File: src/rtl/traffic_pkg.sv
// Shared state encoding, lamp-vector bit positions and phase-duration lookup
// for the intersection phase sequencer.
package traffic_pkg;

  typedef enum logic [3:0] {
    ST_INIT  = 4'd0,
    ST_MG    = 4'd1,
    ST_MY    = 4'd2,
    ST_AR1   = 4'd3,
    ST_SG    = 4'd4,
    ST_SY    = 4'd5,
    ST_AR2   = 4'd6,
    ST_PED   = 4'd7,
    ST_FLASH = 4'd8
  } state_e;

  localparam int LAMP_W      = 7;
  localparam int LAMP_WALK   = 0;
  localparam int LAMP_SIDE_G = 1;
  localparam int LAMP_SIDE_Y = 2;
  localparam int LAMP_SIDE_R = 3;
  localparam int LAMP_MAIN_G = 4;
  localparam int LAMP_MAIN_Y = 5;
  localparam int LAMP_MAIN_R = 6;

  typedef struct packed {
    logic [15:0] main_g;
    logic [15:0] main_y;
    logic [15:0] side_g;
    logic [15:0] side_y;
    logic [15:0] all_red;
    logic [15:0] ped_walk;
  } dur_cfg_t;

  // The counter runs N..0 inclusive, so it is loaded with duration-1.
  function automatic logic [15:0] dur_m1(input state_e s, input dur_cfg_t cfg);
    logic [15:0] d;
    d = cfg.main_g;
    case (s)
      ST_MY:          d = cfg.main_y;
      ST_AR1, ST_AR2: d = cfg.all_red;
      ST_SG:          d = cfg.side_g;
      ST_SY:          d = cfg.side_y;
      ST_PED:         d = cfg.ped_walk;
      default:        d = cfg.main_g;
    endcase
    return d - 16'd1;
  endfunction

endpackage

File: src/rtl/sync_2ff.sv
// Single-bit two-flop synchroniser for asynchronous level inputs.
// Latency: 2 clk; no backpressure.
module sync_2ff
  import traffic_pkg::*;
(
  input  logic clk,
  input  logic rstb,
  input  logic d,
  output logic q
);

  logic meta;

  always_ff @(posedge clk or negedge rstb) begin
    if (!rstb) begin
      meta <= 1'b0;
      q    <= 1'b0;
    end else begin
      meta <= d;
      q    <= meta;
    end
  end

endmodule

File: src/rtl/light_phase_ctrl.sv
// Intersection phase sequencer (main/side/pedestrian/night-flash) closing the loop with the phase counter.
// Lamps decode from registered state; ctr_load/load_count are combinational; no backpressure.
module light_phase_ctrl
  import traffic_pkg::*;
#(
  parameter int pMainGreen   = 15,
  parameter int pMainYellow  = 3,
  parameter int pSideGreen   = 10,
  parameter int pSideYellow  = 3,
  parameter int pAllRed      = 2,
  parameter int pPedWalk     = 8,
  parameter int pCount_width = 5
) (
  input  logic                    clk,
  input  logic                    rstb,
  input  logic                    sec_tick,
  input  logic                    light_tick,
  input  logic                    flash_mode,
  input  logic                    ped_req,
  output logic                    ctr_load,
  output logic [pCount_width-1:0] load_count,
  output logic                    main_r,
  output logic                    main_y,
  output logic                    main_g,
  output logic                    side_r,
  output logic                    side_y,
  output logic                    side_g,
  output logic                    walk,
  output logic [3:0]              phase
);

  localparam dur_cfg_t CFG = '{
    main_g:   16'(pMainGreen),
    main_y:   16'(pMainYellow),
    side_g:   16'(pSideGreen),
    side_y:   16'(pSideYellow),
    all_red:  16'(pAllRed),
    ped_walk: 16'(pPedWalk)
  };

  logic              flash_s;
  logic              ped_s;
  state_e            state_q;
  state_e            state_d;
  logic              ped_pending;
  logic              flash_tgl;
  logic [LAMP_W-1:0] lamps;

  sync_2ff u_sync_flash (.clk(clk), .rstb(rstb), .d(flash_mode), .q(flash_s));
  sync_2ff u_sync_ped   (.clk(clk), .rstb(rstb), .d(ped_req),    .q(ped_s));

  always_ff @(posedge clk or negedge rstb) begin
    if (!rstb) state_q <= ST_INIT;
    else       state_q <= state_d;
  end

  // Flash is only honoured at AR2/PED expiry so it never truncates a green or yellow.
  always_comb begin
    state_d = state_q;
    case (state_q)
      ST_INIT:  if (sec_tick)   state_d = ST_MG;
      ST_MG:    if (light_tick) state_d = ST_MY;
      ST_MY:    if (light_tick) state_d = ST_AR1;
      ST_AR1:   if (light_tick) state_d = ST_SG;
      ST_SG:    if (light_tick) state_d = ST_SY;
      ST_SY:    if (light_tick) state_d = ST_AR2;
      ST_AR2:   if (light_tick) state_d = flash_s ? ST_FLASH : (ped_pending ? ST_PED : ST_MG);
      ST_PED:   if (light_tick) state_d = flash_s ? ST_FLASH : ST_MG;
      ST_FLASH: if (sec_tick && !flash_s) state_d = ST_INIT;
      default:  state_d = ST_INIT;
    endcase
  end

  assign ctr_load   = (state_q == ST_INIT) | light_tick;
  assign load_count = pCount_width'(dur_m1(state_d, CFG));

  // Entering PED clears the request even if the button is still held on that edge.
  always_ff @(posedge clk or negedge rstb) begin
    if (!rstb) begin
      ped_pending <= 1'b0;
      flash_tgl   <= 1'b0;
    end else begin
      if (state_q != ST_PED && state_d == ST_PED) ped_pending <= 1'b0;
      else if (ped_s && state_q != ST_PED)        ped_pending <= 1'b1;
      if (state_q == ST_FLASH && sec_tick)        flash_tgl   <= ~flash_tgl;
    end
  end

  always_comb begin
    lamps = '0;
    case (state_q)
      ST_MG: begin
        lamps[LAMP_MAIN_G] = 1'b1;
        lamps[LAMP_SIDE_R] = 1'b1;
      end
      ST_MY: begin
        lamps[LAMP_MAIN_Y] = 1'b1;
        lamps[LAMP_SIDE_R] = 1'b1;
      end
      ST_SG: begin
        lamps[LAMP_SIDE_G] = 1'b1;
        lamps[LAMP_MAIN_R] = 1'b1;
      end
      ST_SY: begin
        lamps[LAMP_SIDE_Y] = 1'b1;
        lamps[LAMP_MAIN_R] = 1'b1;
      end
      ST_PED: begin
        lamps[LAMP_MAIN_R] = 1'b1;
        lamps[LAMP_SIDE_R] = 1'b1;
        lamps[LAMP_WALK]   = 1'b1;
      end
      ST_FLASH: begin
        lamps[LAMP_MAIN_Y] = flash_tgl;
        lamps[LAMP_SIDE_R] = flash_tgl;
      end
      default: begin
        lamps[LAMP_MAIN_R] = 1'b1;
        lamps[LAMP_SIDE_R] = 1'b1;
      end
    endcase
  end

  assign main_r = lamps[LAMP_MAIN_R];
  assign main_y = lamps[LAMP_MAIN_Y];
  assign main_g = lamps[LAMP_MAIN_G];
  assign side_r = lamps[LAMP_SIDE_R];
  assign side_y = lamps[LAMP_SIDE_Y];
  assign side_g = lamps[LAMP_SIDE_G];
  assign walk   = lamps[LAMP_WALK];
  assign phase  = state_q;

endmodule

File: config.mk
export PLATFORM = sky130hd
export DESIGN_NAME = light_phase_ctrl
export DESIGN_NICKNAME = d
export VERILOG_FILES = /design/src/rtl/traffic_pkg.sv /design/src/rtl/sync_2ff.sv /design/src/rtl/light_phase_ctrl.sv
export SDC_FILE = /design/constraint.sdc
export NUM_CORES = 1
export LEC_CHECK = 0
export BUFFER_PORTS_ARGS = -buffer_cell sky130_fd_sc_hd__buf_2
export CORE_MARGIN = 5
export CORE_UTILIZATION = 40
export DETAILED_ROUTE_END_ITERATION = 8
export PLACE_DENSITY = 0.67
export SYNTH_ARGS = -nofsm -noshare
export SYNTH_HDL_FRONTEND = slang
export SYNTH_SLANG_ARGS = --single-unit
export TNS_END_PERCENT = 100
File: constraint.sdc
create_clock -name clk -period 4 [get_ports clk]
set_input_delay 0.4 -clock clk [delete_from_list [all_inputs] [get_ports clk]]
set_output_delay 0.4 -clock clk [all_outputs]
set_load 0.02 [all_outputs]
Word-level counts from Yosys, hierarchy flattened
Index checks and enable logic that the tools add are counted.
Widths: inputs -> output; s select.
{"block": "op_classes", "shifts": 0, "n_bitwise": 2, "n_div": 0, "n_addsub": 1, "muxes": 23, "eq_ne": 15, "reduce_logical": 11, "n_lt_le_gt_ge": 0, "multipliers": 0}
{"cell": "$mux 4", "n": 11}
{"cell": "$pmux 4 s9", "n": 1}
{"cell": "$eq 4x3->1 const B", "n": 8}
{"cell": "$eq 4x2->1 const B", "n": 4}
{"cell": "$pmux 4 s4", "n": 1}
{"cell": "$mux 1", "n": 7}
{"cell": "$reduce_or 2->1", "n": 3}
{"cell": "$sub 5x1->5 const B", "n": 1}
{"cell": "$eq 4x1->1 const B", "n": 1}
{"cell": "$eq 4x4->1 const B", "n": 1}
{"cell": "$logic_and 1x1->1", "n": 4}
{"cell": "$logic_not 4->1", "n": 1}
{"cell": "$ne 4x3->1 const B", "n": 1}
{"cell": "$pmux 1 s2", "n": 2}
{"cell": "$mux 3", "n": 1}
{"cell": "$reduce_or 3->1", "n": 1}
{"cell": "$reduce_bool 2->1", "n": 1}
{"cell": "$logic_not 1->1", "n": 1}
{"cell": "$not 1->1", "n": 1}
{"cell": "$or 1x1->1", "n": 1}
{"block": "word_totals", "output_inout_bits": 17, "wordCells": 59, "regBits": 10, "latch_bits": 0, "mem_bits_ro": 0, "mem_count": 0, "in_bits": 6, "ram_bits": 0}

Logic depth before layout (Yosys ltp)
{"block": "depth", "word_depth": 8, "ltp_mapped": 8, "ltp_nobuf": 7}

Hierarchy
A second synthesis with hierarchy kept.
{"block": "unflattened", "hier_cells": 74, "area_unflattened_um2": 654.4}
{"module": "light_phase_ctrl", "seq_area_each_um2": 150.1, "cells_each": 70, "n_inst": 1, "area_per_inst_um2": 554.3}
{"module": "sync_2ff", "seq_area_each_um2": 50.0, "cells_each": 2, "n_inst": 2, "area_per_inst_um2": 50.0}

Least setup slack after synthesis
No wires, ideal clock.
{"block": "synth_path", "path_type": "flip-flop to output port", "from": "reg state_q[1] (netlist: phase[1])", "to": "out load_count[4]", "t_required_ps": 3600, "arrival_time_ps": 2491, "path_slack_ps": 1109, "path_stages_with_launch": 9, "path_buffers": 1, "path_cell_list": "dfrtp_1 -> buf_2 -> o21ai_1 -> a31oi_1 -> o32ai_4 -> nor2b_1 -> a211oi_1 -> ha_1 -> and4bb_1"}
{"block": "synth_between", "elab_chain_cells": 6, "word_cells_on_any_way": 29, "cone_classes": "add/sub: 1; eq/ne: 14; mux: 11; reduce/logical: 3"}
{"element": "start, declared", "line_no": "light_phase_ctrl.sv:43", "rtl": "state_e state_q;"}
{"element": "start signal, assigned", "line_no": "light_phase_ctrl.sv:54", "rtl": "else state_q <= state_d;"}
{"element": "$eq 4x4->1 (tied with other cells)", "line_no": "light_phase_ctrl.sv:60", "rtl": "case (state_q)"}
{"element": "$pmux 4 s9 (*)", "line_no": "light_phase_ctrl.sv:60"}
{"element": "$eq 4x3->1 or $eq 4x2->1 (tied branches)", "line_no": "traffic_pkg.sv:39", "rtl": "case (s)"}
{"element": "$reduce_or 2->1, on equally long branches"}
{"element": "$pmux 4 s4 (*)", "line_no": "traffic_pkg.sv:39"}
{"element": "$sub 5x1->5 (*)", "line_no": "traffic_pkg.sv:47", "rtl": "return d - 16'd1;"}
{"element": "end, declared", "line_no": "light_phase_ctrl.sv:21", "rtl": "output logic [pCount_width-1:0] load_count,"}
Mark *: on every way between the ends. The rest lies on a longest branch, timed or not.

Final worst setup path
Same ends and word-level chain as after synthesis.

==> results by group <==
Pwr
  • Logic pwr share: 59.6%
  • Clock power share: 12.5%
  • Leakage power: 0.3797 nW
  • Psw: 0.3633 mW
  • Internal power: 0.3413 mW
  • Sequential group share of total power: 27.9%
  • Net Sw Frac: 51.56%
  • P per Cell Area: 891.0 nW/µm²
  • IR drop worst, VDD: 0.0004146 V

GRT
  • First-pass GRT wire length: 2359 µm
  • Total global routing track utilization: 11.73%
  • Initial antenna violation count: 0
  • Vias in the first global route: 554
  • GRT Residual Overflow: 0
  • Largest net degree at the start of global routing: 19

Worst setup path
  • Startpoint types: register
  • R2R Setup Slk: 2.24 ns
  • Worst Path Max Fanout: 18
  • Crit-path max cell delay: 0.64 ns
  • CP arrival: 2.45 ns
  • Critical path cell sequence: a31oi_1 -> o32ai_4 -> nor2b_1 -> a211oi_1 -> ha_1 -> and4bb_1 -> buf_2
  • Slowest-stage cell, CP: dfrtp_1
  • WS Path Type: reg2out
  • CP required: 3.60 ns
  • WP buf/inv: 1
  • Crit-path leading delay family: compound AO/OA/AOI/OAI gates
  • Crit end category: output port

Yosys
  • Post-Syn Nets: 80
  • Post-synth cell types: 29
  • #FFs+latches synth: 10
  • Post-synth EDFFs: 0
  • Top cells by area, synth: dfrtp_1 (39%), nor2_1 (5.9%), a21oi_1 (4.7%)
  • Cells after synthesis: 73
  • Syn Area/Cell: 8.758 µm²
  • Ys Warns: 0
  • Post-synth ARST share: 100.0%
  • Area leader, netlist: dfrtp_1
  • Ys flop type: dfrtp_1
  • Sequential share of the synthesized area: 39.14%
  • Synth Cell Area: 639.4 µm²
  • Share of the synthesized area in the top cell type: 39.14%

Detailed routing
  • Final ANT Viol Nets: 0
  • M1 wire length: 651 µm
  • Drt drc: 0
  • Drt initial violations: 2
  • DRT Pass-1 Iters: 2
  • WL final: 1321 µm
  • Number of vias per cell: 5.297
  • Wire length on met2: 599 µm
  • WL met3: 54 µm
  • DR WL/cell: 11.90 µm
  • Total number of vias: 588
  • Max Used Layer: met4

Die
  • I/O pins: 23
  • Starting density of the core: 42.44%
  • Die Span X: 49.98 µm
  • Die height: 49.98 µm
  • Core Rows: 14
  • Total core area: 1506 µm²
  • Die Area: 2498 µm²

Clock network
  • Root Buffer Master: clkbuf_4
  • Post-cts sizing count: 0
  • Worst-path clk slew: 0.06 ns
  • Clk_lat worst skew: 0.26 ns
  • TritonCTS clock tree: built
  • Num CTS Buffers: 3
  • Clk buf depth: 2
  • H-tree Lvls: 1
  • Sink Count: 10

Layout
  • Area of the multi-input gates: 345.3 µm²
  • # fillers: 148
  • Fin nets: 103
  • Sequential cell area: 250.2 µm²
  • Final Non-Filler Cells: 111
  • Share of cells above drive strength 1: 32.63%
  • N_diodes: 0
  • Area growth syn-to-layout: 23.68%

STA
  • Count of final setup violators: 0
  • Rel. slew slack: 67.77%
  • Final Max Tran Viols: 0
  • RSZ-0062 raised after global routing: false
  • Final min period: 2.855 ns
  • Setup TNS: 0 ns
  • Final setup skew: 0.004896 ns
  • Max Fclk: 350.3 MHz
  • Worst Tran Pin Value: 0.4834 ns
  • Final Hold Vio Count: 0
  • Final period utilization: 71.36%

Placement
  • I/O Buffers: 22
  • Routability cong.: 0.7776
  • Placed insts: 106
  • Dpl hpwl: 1026 µm

Hold path
  • Min-Delay Path Class: in2reg

Run
  • Max-Cap Viols: 0

Outcome
  • Run status: finished, final reports clean
-- layer usage --
| layer | GRT usage, % | vias up |
|---|---|---|
| met2 | 19.46 | 11 |
| met5 | 0 | - |
| li1 | - | 300 |
| met3 | 1.205 | 2 |
| met1 | 15.03 | 275 |
| met4 | 5.240 | 0 |
-- repair_timing --
action | CTS | global route
endpoints found under the hold margin | 10 | 0
setup buffers | 0 | 0
hold buffers | 1 | 0
-- final timing paths --
check,start,to,cells after the start
setup / recovery,phase[1],load_count[4],7
hold / removal,flash_mode,u_sync_flash.meta,1
setup reg to reg,phase[0],ped_pending,4
hold reg to reg,u_sync_ped.meta,u_sync_ped.q,0
max in group asynchronous,rstb,phase[2],2
min in group asynchronous,rstb,u_sync_flash.q,2
-- sequential cells by signal, indices dropped and copies added (netlist names) --
register,cells
u_sync_flash.q,1
u_sync_ped.q,1
u_sync_flash.meta,1
phase,4
flash_tgl,1
ped_pending,1
u_sync_ped.meta,1
-- through the flow --
step	util, %	total power, mW	setup WS, ns	area, µm²	hold slack, ns
3_3_place_gp	49.42	0.6185	1.514	744.5	0.2649
6_report	52.49	0.7046	1.145	790.8	0.2397
3_5_place_dp	49.42	0.6210	1.435	744.5	0.2652
4_1_cts	52.49	0.7131	1.130	790.8	0.2322
2_1_floorplan	-	0.5076	1.109	639.4	0.1044
5_1_grt	52.49	0.7683	0.8917	790.8	0.2382
-- synthesized netlist by cell type, types with 2 or more instances --
| cell type | n |
|---|---|
| nand2_1 | 3 |
| nor3_1 | 4 |
| clkbuf_1 | 2 |
| nor2b_1 | 4 |
| dfrtp_1 | 10 |
| a21oi_1 | 6 |
| nand3_1 | 4 |
| o311ai_0 | 2 |
| nor2_1 | 10 |
| inv_1 | 4 |
| o21ai_0 | 2 |
| nand2b_1 | 3 |
| xnor2_1 | 2 |
| buf_2 | 2 |
-- layout by cell type, fill, tap and decap left out, types with 3 or more instances in the layout --
cell,instances
a21oi_1,6
buf_2,22
clkbuf_4,3
dfrtp_1,10
inv_1,4
nand2_1,3
nand2b_1,3
nand3_1,4
nor2_1,10
nor2b_1,4
nor3_1,4
-- power groups by stage --
stage	combinational, mW	sequential [mW]	clock [mW]
after floorplan	0.338	0.169	0
after global placement	0.423	0.196	0
after detailed placement	0.424	0.197	0
after CTS	0.427	0.194	0.0918
after global routing	0.467	0.205	0.0954
final	0.420	0.196	0.0881
-- kinds of logic after synthesis --
logic type / after synthesis / synth area share (%)
AND/OR/NAND/NOR: 32 / 27.79
AO/OA/AOI/OAI: 18 / 21.53
buffers and inverters: 10 / 6.849
flip-flops: 10 / 39.14
XOR/XNOR: 2 / 2.740
adder cells (fa/ha/maj): 1 / 1.957
-- area by class of cell --
| type | instances | area share [%] |
|---|---|---|
| multi-input cells | 53 | 43.67 |
| flip-flops and latches | 10 | 31.65 |
| repair buffers | 23 | 15.19 |
| clock buffers | 4 | 4.589 |
| well taps | 16 | 2.532 |
| inverters | 5 | 2.373 |
(Power assumes the default switching activity.)
